### src/rtl/lane_dir_pkg.sv
// Shared types for the single-lane east/west direction controller:
// FSM state encoding and travel direction, plus small direction helpers.
package lane_dir_pkg;

    typedef enum logic [1:0] {
        IDLE,
        GO_E,
        GO_W,
        DRAIN
    } state_e;

    typedef enum logic {
        EAST,
        WEST
    } dir_e;

    function automatic state_e go_state(input dir_e d);
        if (d == EAST) begin
            return GO_E;
        end
        return GO_W;
    endfunction

    function automatic dir_e opposite(input dir_e d);
        if (d == EAST) begin
            return WEST;
        end
        return EAST;
    endfunction

endpackage

### src/rtl/sat_updown_cnt.sv
// Saturating up/down counter. Simultaneous inc and dec cancel; an inc at full
// scale or a dec at zero is dropped and raises a registered one-cycle ovf.
module sat_updown_cnt #(
    parameter int unsigned W = 4
) (
    input  logic         clk,
    input  logic         reset,
    input  logic         inc,
    input  logic         dec,
    output logic [W-1:0] cnt,
    output logic         ovf
);

    localparam logic [W-1:0] CNT_MAX = {W{1'b1}};

    logic [W-1:0] cnt_q, cnt_d;
    logic         ovf_q, ovf_d;

    always_comb begin
        cnt_d = cnt_q;
        ovf_d = 1'b0;
        if (inc && !dec) begin
            if (cnt_q == CNT_MAX) begin
                ovf_d = 1'b1;
            end else begin
                cnt_d = cnt_q + 1'b1;
            end
        end else if (dec && !inc) begin
            if (cnt_q == '0) begin
                ovf_d = 1'b1;
            end else begin
                cnt_d = cnt_q - 1'b1;
            end
        end
    end

    always_ff @(posedge clk or posedge reset) begin
        if (reset) begin
            cnt_q <= '0;
            ovf_q <= 1'b0;
        end else begin
            cnt_q <= cnt_d;
            ovf_q <= ovf_d;
        end
    end

    assign cnt = cnt_q;
    assign ovf = ovf_q;

endmodule

### src/rtl/lane_dir_ctrl.sv
// Shared-lane direction controller: per-direction arrival queues, lane
// occupancy, bounded bursts, and a drain-plus-clearance gap before reversal.
module lane_dir_ctrl
    import lane_dir_pkg::*;
#(
    parameter int unsigned CNT_W        = 4,
    parameter int unsigned MAX_BURST    = 8,
    parameter int unsigned CLEAR_CYCLES = 3
) (
    input  logic             clk,
    input  logic             reset,
    input  logic             e_arrive,
    input  logic             w_arrive,
    input  logic             exit,
    output logic             e_go,
    output logic             w_go,
    output logic             e_enter,
    output logic             w_enter,
    output logic             idle,
    output logic [CNT_W-1:0] occ,
    output logic [CNT_W-1:0] e_wait,
    output logic [CNT_W-1:0] w_wait,
    output logic             ovf
);

    localparam int unsigned     TMR_W    = (CLEAR_CYCLES > 1) ? $clog2(CLEAR_CYCLES) : 1;
    localparam logic [TMR_W-1:0] TMR_LAST = TMR_W'(CLEAR_CYCLES - 1);
    localparam logic [CNT_W-1:0] BURST_MAX = CNT_W'(MAX_BURST);

    state_e           state_q;
    dir_e             next_dir_q;
    dir_e             last_dir_q;
    dir_e             idle_pick;
    logic [CNT_W-1:0] burst_q;
    logic [CNT_W-1:0] burst_nxt;
    logic [TMR_W-1:0] timer_q;

    logic e_has, w_has, occ_zero, grant;
    logic e_ovf, w_ovf, occ_ovf;

    sat_updown_cnt #(
        .W (CNT_W)
    ) u_e_wait (
        .clk   (clk),
        .reset (reset),
        .inc   (e_arrive),
        .dec   (e_enter),
        .cnt   (e_wait),
        .ovf   (e_ovf)
    );

    sat_updown_cnt #(
        .W (CNT_W)
    ) u_w_wait (
        .clk   (clk),
        .reset (reset),
        .inc   (w_arrive),
        .dec   (w_enter),
        .cnt   (w_wait),
        .ovf   (w_ovf)
    );

    sat_updown_cnt #(
        .W (CNT_W)
    ) u_occ (
        .clk   (clk),
        .reset (reset),
        .inc   (grant),
        .dec   (exit),
        .cnt   (occ),
        .ovf   (occ_ovf)
    );

    assign e_go     = (state_q == GO_E);
    assign w_go     = (state_q == GO_W);
    assign idle     = (state_q == IDLE);
    assign e_has    = (e_wait != '0);
    assign w_has    = (w_wait != '0);
    assign occ_zero = (occ == '0);
    assign e_enter  = e_go && e_has;
    assign w_enter  = w_go && w_has;
    assign grant    = e_enter || w_enter;
    assign ovf      = e_ovf || w_ovf || occ_ovf;

    // Burst limit is judged on the count including this cycle's grant, so
    // exactly MAX_BURST vehicles pass before the lane is handed over.
    assign burst_nxt = (grant && burst_q != BURST_MAX) ? burst_q + 1'b1 : burst_q;

    always_comb begin
        idle_pick = WEST;
        if (e_has && w_has) begin
            idle_pick = opposite(last_dir_q);
        end else if (e_has) begin
            idle_pick = EAST;
        end
    end

    always_ff @(posedge clk or posedge reset) begin
        if (reset) begin
            state_q    <= IDLE;
            next_dir_q <= EAST;
            last_dir_q <= WEST;
            burst_q    <= '0;
            timer_q    <= '0;
        end else begin
            case (state_q)
                IDLE: begin
                    if (e_has || w_has) begin
                        state_q    <= go_state(idle_pick);
                        last_dir_q <= idle_pick;
                        burst_q    <= '0;
                    end
                end
                GO_E: begin
                    burst_q <= burst_nxt;
                    if (w_has && (!e_has || burst_nxt == BURST_MAX)) begin
                        state_q    <= DRAIN;
                        next_dir_q <= WEST;
                        timer_q    <= '0;
                    end else if (!e_has && !w_has && occ_zero) begin
                        state_q <= IDLE;
                    end
                end
                GO_W: begin
                    burst_q <= burst_nxt;
                    if (e_has && (!w_has || burst_nxt == BURST_MAX)) begin
                        state_q    <= DRAIN;
                        next_dir_q <= EAST;
                        timer_q    <= '0;
                    end else if (!e_has && !w_has && occ_zero) begin
                        state_q <= IDLE;
                    end
                end
                DRAIN: begin
                    // Clearance only counts once the lane is physically empty.
                    if (!occ_zero) begin
                        timer_q <= '0;
                    end else if (timer_q == TMR_LAST) begin
                        state_q    <= go_state(next_dir_q);
                        last_dir_q <= next_dir_q;
                        burst_q    <= '0;
                        timer_q    <= '0;
                    end else begin
                        timer_q <= timer_q + 1'b1;
                    end
                end
                default: state_q <= IDLE;
            endcase
        end
    end

    a_go_mutex: assert property (@(posedge clk) disable iff (reset) !(e_go && w_go));

endmodule

### config.mk
export PLATFORM = sky130hd
export DESIGN_NAME = lane_dir_ctrl
export DESIGN_NICKNAME = d
export VERILOG_FILES = /design/src/rtl/lane_dir_pkg.sv /design/src/rtl/sat_updown_cnt.sv /design/src/rtl/lane_dir_ctrl.sv
export SDC_FILE = /design/constraint.sdc
export NUM_CORES = 1
export LEC_CHECK = 0
export CAP_MARGIN = 10
export CORE_MARGIN = 8
export CORE_UTILIZATION = 40
export DETAILED_ROUTE_END_ITERATION = 6
export GPL_TIMING_DRIVEN = 1
export PLACE_DENSITY = 0.71
export SLEW_MARGIN = 30
export SYNTH_ARGS = -nofsm -noshare
export SYNTH_HDL_FRONTEND = slang
export SYNTH_SLANG_ARGS = --single-unit
### constraint.sdc
create_clock -name clk -period 6.3 [get_ports clk]
set_clock_uncertainty 0.05 [all_clocks]
set_input_delay 0.945 -clock clk [delete_from_list [all_inputs] [get_ports clk]]
set_output_delay 0.945 -clock clk [all_outputs]
set_load 0.005 [all_outputs]
==> run summary, run 1 <==
WL/cell = 13.8 um
Cts repair resizes = 0
FF+latch area = 627 um2
Post-layout util = 48.3%
Largest net degree at the start of global routing = 26
Placed wire-length estimate = 2760 um
Slew Viols, Final = 0
Most used cell, CP = inv_1
Status = finished, final reports clean
Post-synth EDFFs = 0
Crit path kind = reg2out
Max Cap Viol = 0
DIE HEIGHT = 82.1 um
Largest family of logic cells by synthesized area = compound AO/OA/AOI/OAI gates
CP Launch Type = register
Antenna cells = 0
Min-Delay Path Class = reg2reg
Setup TNS = 0 ns
Peak Freq = 0.324 GHz
Crit-path max FO = 10
DIE AREA = 0.00674 mm2
Syn_nets = 202
Peak supply drop = 0.283 mV
Initial antenna violation count = 0
Mean Syn Cell Area = 9.60 um2
Vias/cell = 5.43
FFs w/ async S/R, synth = 100%
RSZ-0062 raised after global routing = false
Die width = 82.1 um
FF+latch count, synth = 25
Critical path's top delay family = buffers and inverters
Most common cell after layout, fill and taps aside = dfrtp_1
Required @ worst endpoint = 5.30 ns
Pwr dens = 553 mW/mm2
Grt total ovfl = 0
Worst-Margin Slew = 0.570 ns
CP endpoint kind = output pin
Hold Fails Final Rpt = 0
Reg2reg start = state_q[0]$_DFFE_PP0P_
Cells after Synth = 182
Multi-input gate area = 0.00107 mm2
Worst slew margin = 61.6%
Routed vias = 1407
Unique masters post-synth = 46
Iter 0 DRT Violations = 77
Synth Area in Simple Gates = 15.5%
First-pass GRT wire length = 6220 um
Post-synthesis compound-gate area fraction = 22.7%
TritonCTS clock tree = done
TritonRoute pass-1 iters = 4
Multiplexer share of the synthesized area = 4.01%
Final setup fails = 0
Area Growth Syn to Fin = 18.8%
Placement Rows = 24
Adder-cell share of the synthesized area = 12.0%
Buf/Inv on CP = 3
Slowest cell on crit path = clkdlybuf4s50_1
Number of fill cells = 419
I/O Pins = 23
Crit path DAT = 2.09 ns
Slowest stage delay, CP = 0.51 ns
Setup crit start = state_q[0]$_DFFE_PP0P_
Clock buffer depth = 2
Synthesized area = 0.00175 mm2
# DRC = 0
TritonCTS buffer count = 3
Clk sinks = 25
Commonest non-fill, non-tap cells in the layout = dfrtp_1 (24), clkdlybuf4s50_1 (22), nand2_1 (21)
CTS Root Cell = clkbuf_8
I/O Buffers = 22
Post-CTS setup buffer count = 0
H-tree Lvls = 1
Core area = 0.00429 mm2
Synth Warn # = 0
Crit path time final = 3.09 ns
Number of global-route vias before repair = 1351
Clock Pin Slew Worst Setup and Hold Paths = 0.09 ns
Gpl congestion = 0.817
Leak pwr = 0.860 nW
Hold path start = last_dir_q$_DFFE_PP1P_
XOR/XNOR Fraction of Synth Area = 6.94%
Nets = 228
Antenna Nets Post-Route = 0
Post-synthesis sequential area ratio = 35.9%
Starting Density = 40.7%
Final Cycle Share = 49.0%
Synth Flop Type = dfrtp_1
Design Power = 1.15 mW
Number of hold buffers added after cts = 0
Critical path cell sequence = inv_1, ha_1, o41ai_4, inv_1, clkdlybuf4s50_1
Clock Latency Late Sink = 0.27 ns
Final wirelength = 3580 um
Layout cells sized above 1 = 9.66%
Global-route usage over all layers = 11.6%
## state kept, by name (all words and copies together) (netlist names), 2 cells and up
| name | cells |
|---|---|
| u_e_wait.cnt | 4 |
| u_occ.cnt | 4 |
| timer_q | 2 |
| burst_q | 4 |
| u_w_wait.cnt | 4 |
| state_q | 2 |
## stage by stage
step                      std cells  setup WS, ns  instance area (um2)  hold WS (ns)
after floorplan                 182          3.76                 1750         0.425
after global placement          255          3.42                 2030         0.444
after detailed placement        255          3.39                 2030         0.452
after CTS                       259          3.20                 2080         0.465
after global routing            259          3.07                 2080         0.502
final                           259          3.21                 2080         0.460
## worst min-delay path, delay by kind of cell, from the launching register on
kind               cells  cell delay [ns]
AOI/OAI and AO/OA      1             0.05
DFF                    1             0.38
and+or+nand+nor        1             0.09
## Yosys cell counts (2+ instances only)
cell type | number | area share [%]
a21oi_1 | 17 | 4.9
a21o_1 | 4 | 1.7
o21ai_0 | 11 | 3.1
mux2_1 | 2 | 1.3
nand3_1 | 4 | 1.1
nor2_1 | 10 | 2.1
nor4_1 | 3 | 1.1
o41ai_4 | 2 | 3.1
mux2_2 | 3 | 1.9
ha_1 | 12 | 8.6
nand2_1 | 21 | 4.5
o22ai_1 | 5 | 1.8
xnor2_1 | 8 | 4.0
a31oi_1 | 2 | 0.72
dfrtp_1 | 24 | 34
o21ai_1 | 3 | 0.86
fa_1 | 3 | 3.4
xor2_1 | 4 | 2.0
inv_1 | 11 | 2.4
o31ai_1 | 2 | 0.86
nor3_1 | 6 | 1.7
## worst paths after layout
path | endpoint | slack (ns) | depth (start not counted)
worst min-delay path | last_dir_q$_DFFE_PP1P_ | 0.46 | 2
worst max-delay path | w_enter | 3.21 | 5
max in group asynchronous | last_dir_q$_DFFE_PP1P_ | 4.85 | 2
min in group asynchronous | u_w_wait.cnt[1]$_DFFE_PP0P_ | 0.98 | 2
worst min register to register | last_dir_q$_DFFE_PP1P_ | 0.46 | 2
worst max register to register | u_occ.cnt[3]$_DFFE_PP0P_ | 3.47 | 11
## power breakdown
group / internal (mW) / switching (mW) / total (mW)
clock: 0.0453 / 0.0511 / 0.0964
sequential: 0.230 / 0.115 / 0.345
combinational: 0.362 / 0.345 / 0.707
total: 0.637 / 0.511 / 1.15
## layout make-up
cell class,count,area share [%]
repair buffers,23,11.0
multi-input cells,144,51.5
clock buffers,4,2.17
inverters,11,1.99
flip-flops and latches,25,30.2
well taps,52,3.13
## cell families after synthesis
logic type,Yosys count
AO/OA/AOI/OAI,56
AND/OR/NAND/NOR,54
flip-flops,25
adder cells (fa/ha/maj),15
XOR/XNOR,13
buffers and inverters,13
multiplexers,6
## per-layer routing
layer | vias up | routed length (um) | track usage, %
li1 | 706 | - | -
met1 | 664 | 1660 | 15.0
met2 | 33 | 1640 | 19.0
met3 | 4 | 252 | 3.14
met4 | 0 | 25 | 2.11
met5 | - | 0 | 0
Power figures use the tool's default switching activity.
==> run 2, diff against run 1 <==
==> constraint.sdc (replaced) <==
create_clock -name clk -period 2.9 [get_ports clk]
set_clock_uncertainty 0.05 [all_clocks]
set_input_delay 0.435 -clock clk [delete_from_list [all_inputs] [get_ports clk]]
set_output_delay 0.435 -clock clk [all_outputs]
set_load 0.005 [all_outputs]
==> run summary, run 2 (synthesized netlist as in run 1, its figures left out) <==
Crit path time final = 2.68 ns
Initial antenna violation count = 0 (unchanged)
CP Launch Type = register (unchanged)
Met3 usage = 2.49% (was 3.14%)
Clk sinks = 25 (unchanged)
First-pass GRT wire length = 6590 um (was 6220 um)
Largest net degree at the start of global routing = 26 (unchanged)
Final instance area = 0.00210 mm2 (was 0.00208 mm2)
Clock Latency Late Sink = 0.27 ns (about the same)
Setup TNS = 0 ns (unchanged)
DIE HEIGHT = 82.1 um (unchanged)
Starting Density = 40.7% (unchanged)
Status = finished, final reports clean (unchanged)
Hold Fails Final Rpt = 0 (unchanged)
Setup ws final = 0.223 ns (was 3.21 ns)
Iter 0 DRT Violations = 41 (was 77)
Number of hold buffers added after cts = 0 (unchanged)
CTS Root Cell = clkbuf_8 (unchanged)
Slowest cell on crit path = dfrtp_1 (was clkdlybuf4s50_1)
Max Cap Viol = 0 (unchanged)
Worst slew margin = 63.0% (was 61.6%)
Cts repair resizes = 0 (unchanged)
Area Growth Syn to Fin = 20.1% (was 18.8%)
Slowest stage delay, CP = 0.43 ns (was 0.51 ns)
TritonRoute pass-1 iters = 4 (unchanged)
Crit-path max FO = 8 (was 10)
Final Cycle Share = 92.3%
Slew Viols, Final = 0 (unchanged)
Crit path DAT = 2.78 ns (was 2.09 ns)
Die width = 82.1 um (unchanged)
M1 GR Usage = 15.1% (was 15.0%)
Antenna Nets Post-Route = 0 (unchanged)
DIE AREA = 0.00674 mm2 (unchanged)
Pre-CTS setup slack = 0.219 ns (was 3.39 ns)
Core area = 0.00429 mm2 (unchanged)
Placed wire-length estimate = 2910 um (was 2760 um)
Crit path kind = reg2reg (was reg2out)
Required @ worst endpoint = 3.01 ns (was 5.30 ns)
Placement Rows = 24 (unchanged)
Number of fill cells = 401 (was 419)
Number of global-route vias before repair = 1410 (was 1351)
RSZ-0062 raised after global routing = false (unchanged)
Leak pwr = 0.879 nW (was 0.860 nW)
Antenna cells = 0 (unchanged)
# DRC = 0 (unchanged)
Pwr dens = 1210 mW/mm2 (was 553 mW/mm2)
Most common cell after layout, fill and taps aside = dfrtp_1 (unchanged)
Layout cells sized above 1 = 11.0% (was 9.66%)
CP endpoint kind = register (was output pin)
Final setup fails = 0 (unchanged)
Grt total ovfl = 0 (unchanged)
Min-Delay Path Class = in2async (was reg2reg)
Final wirelength = 3720 um (was 3580 um)
TritonCTS buffer count = 3 (unchanged)
H-tree Lvls = 1 (unchanged)
TritonCTS clock tree = done (unchanged)
Gr busiest metal = met2 (unchanged)
Met2 Resource Use GR = 20.5% (was 19.0%)
Global-route usage over all layers = 12.2% (was 11.6%)
Gpl congestion = 0.909 (was 0.817)
Post-layout util = 48.9% (was 48.3%)
Vias/cell = 5.45 (was 5.43)
Peak Freq = 0.374 GHz
Clock buffer depth = 2 (unchanged)
Routed vias = 1428 (was 1407)
Nets = 231 (was 228)
I/O Pins = 23 (unchanged)
Peak supply drop = 0.538 mV (was 0.283 mV)
Clock Pin Slew Worst Setup and Hold Paths = 0.09 ns (about the same)
Worst-Margin Slew = 0.550 ns (was 0.570 ns)
Post-CTS setup buffer count = 0 (unchanged)
Critical path cell sequence = inv_1, ha_1, o41ai_4, a2bb2oi_2, mux2i_2, nor4b_4, a21oi_2, nor2_2, mux2_1 (was inv_1, ha_1, o41ai_4, inv_1, clkdlybuf4s50_1)
Commonest non-fill, non-tap cells in the layout = dfrtp_1 (24), clkdlybuf4s50_1 (22), nand2_1 (21) (unchanged)
I/O Buffers = 22 (unchanged)
Placed Area = 0.00205 mm2 (was 0.00203 mm2)
WL/cell = 14.2 um (was 13.8 um)
-- run 2: layout make-up --
type                       count  area, um2  share of cell area [%]
multi-input combinational    144       1070                    51.0
sequential                    25        627                    29.9
timing repair buffer          26        250                    11.9
tap                           52       65.1                    3.10
clock buffer                   3       41.3                    1.97
inverter                      11       41.3                    1.97
clock inverter                 1       5.00                   0.238
-- run 2: worst max-delay path: cells and delay by family, from the launching register on --
family | cells | cell delay (ns)
multiplexers | 2 | 0.63
AO/OA/AOI/OAI | 3 | 0.55
AND/OR/NAND/NOR | 2 | 0.44
flip-flops | 1 | 0.43
adder cells (fa/ha/maj) | 1 | 0.34
buffers and inverters | 1 | 0.12
-- run 2: metrics by stage --
| stage | hold WS [ns] | power [mW] | cells |
|---|---|---|---|
| floorplan | 0.412 | 1.80 | 182 |
| CTS | 0.468 | 2.56 | 262 |
| global placement | 0.446 | 2.31 | 258 |
| global route | 0.487 | 2.81 | 262 |
| detailed placement | 0.460 | 2.34 | 258 |
| finish | 0.459 | 2.53 | 262 |
-- run 2: final timing paths --
kind                                                    end  slack, ns              startpoint  cells after the start
worst max-delay path                 timer_q[0]$_DFFE_PP0P_       0.22  state_q[1]$_DFFE_PP0P_                      9
worst min-delay path            u_w_wait.cnt[2]$_DFFE_PP0P_       0.46                   reset                      3
worst max register to register       timer_q[0]$_DFFE_PP0P_       0.22  state_q[1]$_DFFE_PP0P_                      9
worst min register to register       last_dir_q$_DFFE_PP1P_       0.47  last_dir_q$_DFFE_PP1P_                      2
max in group asynchronous            last_dir_q$_DFFE_PP1P_       2.04                   reset                      3
min in group clk                     last_dir_q$_DFFE_PP1P_       0.47  last_dir_q$_DFFE_PP1P_                      2
-- run 2: where the power goes --
part / switching, mW / total, mW / leakage [nW] / internal [mW]
Sequential: 0.249 / 0.749 / 0.312 / 0.500
Clock: 0.116 / 0.212 / 0.0255 / 0.0963
Combinational: 0.765 / 1.57 / 0.541 / 0.805
-- run 2: per-layer routing --
layer,up-vias,wire length [um]
met4,0,59
met1,678,1700
met5,-,0
met3,7,192
met2,28,1760
li1,715,-
==> run 3, diff against run 2 <==
--- a/config.mk
+++ b/config.mk
@@ -8,6 +8,8 @@
 export CAP_MARGIN = 10
 export CORE_MARGIN = 8
 export CORE_UTILIZATION = 40
+export CTS_BUF_LIST = sky130_fd_sc_hd__clkbuf_8 sky130_fd_sc_hd__clkbuf_16
+export CTS_CLUSTER_DIAMETER = 40
 export DETAILED_ROUTE_END_ITERATION = 6
 export GPL_TIMING_DRIVEN = 1
 export PLACE_DENSITY = 0.71
==> results of run 3 <==
Same layout as run 2: the final DEF is identical, and so are final timing and power.
